### src/rtl/sudoku_mask_decode.sv
// Walks a latched 729-bit candidate mask one cell per valid/ready beat and reports
// per-cell digit/count plus puzzle totals. Define SUDOKU_DECODE_PUZZLE_OUT_EN for puzzle_out.
module sudoku_mask_decode (
    input  logic         clk,
    input  logic         rst,
    input  logic         start,
    input  logic [728:0] puzzle_mask_bin,
    output logic         busy,
    output logic         cell_valid,
    input  logic         cell_ready,
    output logic [6:0]   cell_idx,
    output logic [3:0]   cell_value,
    output logic [3:0]   cell_count,
    output logic         done,
    output logic [6:0]   solved_cnt,
    output logic         error
`ifdef SUDOKU_DECODE_PUZZLE_OUT_EN
    ,
    output logic [323:0] puzzle_out
`endif
);

    localparam int NCELL = 81;
    localparam int NDIG  = 9;

    localparam logic [1:0] S_IDLE = 2'd0;
    localparam logic [1:0] S_SCAN = 2'd1;
    localparam logic [1:0] S_DONE = 2'd2;

    logic [1:0]                 state_q, state_d;
    logic [6:0]                 cell_idx_q, cell_idx_d;
    logic [6:0]                 solved_q, solved_d;
    logic                       error_q, error_d;
    logic [NCELL-1:0][NDIG-1:0] mask_q;

    logic            in_scan, xfer, load;
    logic [NDIG-1:0] cell_bits;
    logic [3:0]      zero_cnt, zero_val;

    assign in_scan = (state_q == S_SCAN);
    assign xfer    = in_scan && cell_ready;
    assign load    = (state_q == S_IDLE) && start;

    // NOTE: the mask is pure data and is never observed outside SCAN, so it carries no reset.
    always_ff @(posedge clk) begin
        if (load) begin
            mask_q <= puzzle_mask_bin;
        end
    end

    // NOTE: every variable in a combinational block gets a default first so no latch is inferred.
    always_comb begin
        cell_bits = mask_q[cell_idx_q];
        zero_cnt  = '0;
        zero_val  = '0;
        for (int v = 0; v < NDIG; v++) begin
            if (!cell_bits[v]) begin
                zero_cnt = zero_cnt + 4'd1;
                zero_val = 4'(v + 1);
            end
        end
    end

    always_comb begin
        state_d    = state_q;
        cell_idx_d = cell_idx_q;
        solved_d   = solved_q;
        error_d    = error_q;
        case (state_q)
            S_IDLE: begin
                if (start) begin
                    state_d    = S_SCAN;
                    cell_idx_d = '0;
                    solved_d   = '0;
                    error_d    = 1'b0;
                end
            end
            S_SCAN: begin
                if (cell_ready) begin
                    if (zero_cnt == 4'd1) solved_d = solved_q + 7'd1;
                    if (zero_cnt == 4'd0) error_d  = 1'b1;
                    if (cell_idx_q == 7'(NCELL - 1)) state_d = S_DONE;
                    else                             cell_idx_d = cell_idx_q + 7'd1;
                end
            end
            S_DONE:  state_d = S_IDLE;
            default: state_d = S_IDLE;
        endcase
    end

    // NOTE: sequential state uses non-blocking assignments so every register samples pre-edge values.
    always_ff @(posedge clk or posedge rst) begin
        if (rst) begin
            state_q    <= S_IDLE;
            cell_idx_q <= '0;
            solved_q   <= '0;
            error_q    <= 1'b0;
        end else begin
            state_q    <= state_d;
            cell_idx_q <= cell_idx_d;
            solved_q   <= solved_d;
            error_q    <= error_d;
        end
    end

    assign busy       = (state_q != S_IDLE);
    assign cell_valid = in_scan;
    assign done       = (state_q == S_DONE);
    assign cell_idx   = cell_idx_q;
    assign cell_count = in_scan ? zero_cnt : 4'd0;
    assign cell_value = (in_scan && zero_cnt == 4'd1) ? zero_val : 4'd0;
    assign solved_cnt = solved_q;
    assign error      = error_q;

`ifdef SUDOKU_DECODE_PUZZLE_OUT_EN
    logic [NCELL-1:0][3:0] puzzle_q, puzzle_d;

    always_comb begin
        puzzle_d = puzzle_q;
        if (load) begin
            puzzle_d = '0;
        end else if (xfer) begin
            puzzle_d[cell_idx_q] = cell_value;
        end
    end

    always_ff @(posedge clk or posedge rst) begin
        if (rst) puzzle_q <= '0;
        else     puzzle_q <= puzzle_d;
    end

    assign puzzle_out = puzzle_q;
`endif

endmodule
### config.mk
export PLATFORM = sky130hd
export DESIGN_NAME = sudoku_mask_decode
export DESIGN_NICKNAME = d
export VERILOG_FILES = /design/src/rtl/sudoku_mask_decode.sv
export SDC_FILE = /design/constraint.sdc
export NUM_CORES = 1
export LEC_CHECK = 0
export CAP_MARGIN = 5
export CORE_AREA = 2 2 294 296
export DETAILED_ROUTE_END_ITERATION = 10
export DIE_AREA = 0 0 296 298
export SKIP_LAST_GASP = 1
export SYNTH_ARGS = -nofsm -noshare
export SYNTH_HDL_FRONTEND = slang
export SYNTH_SLANG_ARGS = --single-unit
### constraint.sdc
create_clock -name clk -period 56.4 [get_ports clk]
set_input_delay 16.92 -clock clk [delete_from_list [all_inputs] [get_ports clk]]
set_output_delay 16.92 -clock clk [all_outputs]
set_load 0.1 [all_outputs]
==> impl_metrics.py <==
metrics = {
    "setup_path": {
        "critPathBufInv": 5,
        "path_class": "reg2out",
        "endpoint_kind": "primary output",
        "regToRegSetupSlack_ns": 46.66,
        "path_max_fanout": 54,
        "cp.required_ns": 39.48,
        "slowest_delay_ns": 1.18,
        "crit_path_start_kind": "flip-flop",
        "cp_top_family": "buffers and inverters",
        "critPathArrivalTime_ns": 11.24,
        "r2r-start": "cell_idx[0]$_DFFE_PP0P_",
        "startpoint": "cell_idx[0]$_DFFE_PP0P_",
        "crit_slowest_cell": "clkdlybuf4s50_1",
    },
    "clocking": {
        "clock_latency_ns": 0.63,
        "clock_sinks": 746,
        "root_buffer": "clkbuf_16",
        "cts_max_level": 3,
        "cts_setup_buffers": 0,
        "clock_path_buffers": 3,
        "tritoncts": "done",
        "clkSlewWorstSetupHoldPaths_ns": 0.06,
        "ctsResizeCount": 0,
        "cts_made_buffers": 83,
        "cts_hold_buf": 0,
    },
    "synthesis": {
        "ys_seq_elements": 746,
        "syn_area_um2": 29900,
        "ys_async_sr_fraction_pct": 2.28,
        "yosysWarnings": 0,
        "synth_cell_types": 76,
        "synth_top_flop_cell": "edfxtp_1",
        "syn_nets": 2230,
        "yosysSeqAreaShare_pct": 74.5,
        "synth_enable_flop_cells": 729,
        "netlist_instances": 1484,
        "syn-mean-instance-area_um2": 20.2,
    },
    "route": {
        "drt_pass1_iterations": 7,
        "drc_errors": 0,
        "wl_per_cell_um": 27.2,
        "first_iter_violations": 1211,
        "wirelength_um": 94900,
        "vias": 17500,
        "via_per_inst": 5.02,
        "postRouteAntennaNets": 0,
    },
    "flow_run": {
        "drv_cap": 0,
    },
    "grt": {
        "grt_max_degree": 159,
        "grt_overflow": 0,
        "antenna_found_initial": 22,
        "gr-usage-all-layers_pct": 21.1,
        "grt_pass1_vias": 19200,
        "grt_first_pass_wirelength_um": 132000,
    },
    "layout": {
        "fillers": 7136,
        "final_nets": 3025,
        "area_growth_pct": 38.4,
        "drive_above_1_share_pct": 14.6,
        "utilization_pct": 48.8,
        "finalNonFillerCells": 3495,
    },
    "sta": {
        "slew_headroom_pct": 21.3,
        "min_period_over_period_pct": 49.9,
        "hold_viol_final": 0,
        "rsz0062_at_grt": "false",
        "finalSetupViolations": 0,
        "finalClockSkew_ns": 0.0242,
        "worstMarginPinSlew_ns": 1.18,
        "period_needed_ns": 28.16,
        "holdWs_ns": 0.498,
        "slew_violations": 0,
        "tns_ns": 0,
        "fmax_mhz": 35.5,
    },
    "pwr": {
        "total_power_mw": 2.67,
        "vdd_drop_max_v": 0.000255,
        "power_density_nw_per_um2": 64.5,
        "power.leakage_nw": 13.6,
    },
    "placed_design": {
        "io_buffer_count": 758,
        "place_congestion": 0.852,
        "dp_cells": 3338,
        "place.detailed.hpwl_um": 70100,
    },
    "run_status": {
        "status": "finished clean",
    },
    "floorplan": {
        "dieArea_um2": 88200,
        "die_w_um": 296,
        "die_h_um": 298,
        "coreArea_um2": 84900,
        "io_pins": 759,
        "rows": 107,
        "initial_core_util_pct": 35.3,
    },
    "worst_hold_path": {
        "hp-class": "reg2reg",
        "hp-start": "error$_DFFE_PP0P_",
    },
}
## per-layer routing
layer	vias up	part of all wire (%)	GRT usage, %
met5	-	0.14	0
met4	20	2.0	5.46
met3	136	7.5	5.39
met2	698	54	38.4
met1	8929	37	24.5
li1	7754	-	-
## final cells by class
class / instances / area, um2 / area share [%]
flip-flops and latches: 746 / 22300 / 53.9
repair buffers: 788 / 7810 / 18.8
clock buffers: 99 / 2160 / 5.21
diodes: 11 / 27.5 / 0.0664
well taps: 1144 / 1430 / 3.45
inverters: 22 / 90.1 / 0.217
clock inverters: 47 / 494 / 1.19
multi-input cells: 638 / 7100 / 17.1
## cells in the mapped netlist, drive strengths merged (10+ instances only)
cell type / instances / area, um2
dfrtp: 17 / 425
mux2i: 96 / 961
nor2b: 14 / 87.6
buf: 53 / 363
mux2: 13 / 150
nand3: 16 / 80.1
nor2: 27 / 101
o21ai: 19 / 98.9
nand2: 50 / 188
xnor2: 15 / 131
ha: 13 / 163
inv: 21 / 78.8
o22ai: 19 / 119
a22oi: 22 / 179
nor3: 10 / 61.3
and2: 12 / 75.1
a21oi: 29 / 145
mux4: 151 / 3400
edfxtp: 729 / 21900
clkbuf: 25 / 95.1
nand2b: 11 / 68.8
## kinds of logic after synthesis
group	count (synthesis)	synth area share, %
adders and majority gates	13	0.543
DFF	746	74.5
and+or+nand+nor	179	3.25
xor gates and xnor gates	27	0.957
muxes	260	15.1
AOI/OAI and AO/OA	159	3.84
buffers and inverters	100	1.81
## worst register-to-register path: cells and delay by family (launching register included)
family          cells  cell delay [ns]
xor+xnor            5             0.91
simple gates        7             1.95
mux                 4             1.32
buf+inv             4             1.77
fa+ha+maj           4             1.09
flops               1             0.91
compound gates      7             1.70
## where the power goes
group | internal (mW) | leakage, nW | total, mW | switching, mW
clock network | 0.303 | 1.28 | 0.527 | 0.224
logic | 0.504 | 5.59 | 1.51 | 1.00
registers | 0.613 | 6.75 | 0.638 | 0.0249
total | 1.42 | 13.6 | 2.67 | 1.25
## stage by stage
stage          setup WS [ns]  area, um2
5_1_grt                27.43      41400
2_1_floorplan          20.38      29900
3_5_place_dp           28.71      38800
3_3_place_gp           28.99      38800
6_report               28.24      41400
4_1_cts                27.97      41400
## registers in the layout, indices dropped and copies added (netlist names)
name,flops
mask_q,729
solved_cnt,7
state_q,2
error,1
cell_idx,7
## cell usage in the layout, fill, tap and decap left out, drive strengths merged, types with 12 or more instances in the layout
master / Yosys / final
mux2i: 96 / 96
ha: 13 / 13
edfxtp: 729 / 729
buf: 53 / 32
nand2: 50 / 50
xnor2: 15 / 15
nor2: 27 / 27
clkinv: 1 / 33
nor2b: 14 / 14
inv: 21 / 26
mux4: 151 / 151
a21oi: 29 / 29
clkdlybuf4s50: 0 / 756
o21ai: 19 / 19
a22oi: 22 / 22
dfrtp: 17 / 17
and2: 12 / 12
clkbuf: 25 / 99
mux2: 13 / 13
nand3: 16 / 16
o22ai: 19 / 19
## path summary, 6_finish.rpt
check	end	depth (start not counted)
setup / recovery	cell_value[2]	32
hold / removal	error$_DFFE_PP0P_	1
setup reg to reg	solved_cnt[3]$_DFFE_PP0P_	31
hold reg to reg	error$_DFFE_PP0P_	1
max in group asynchronous	cell_idx[1]$_DFFE_PP0P_	2
min in group asynchronous	state_q[0]$_DFFE_PP0P_	2
(Power assumes the default switching activity.)
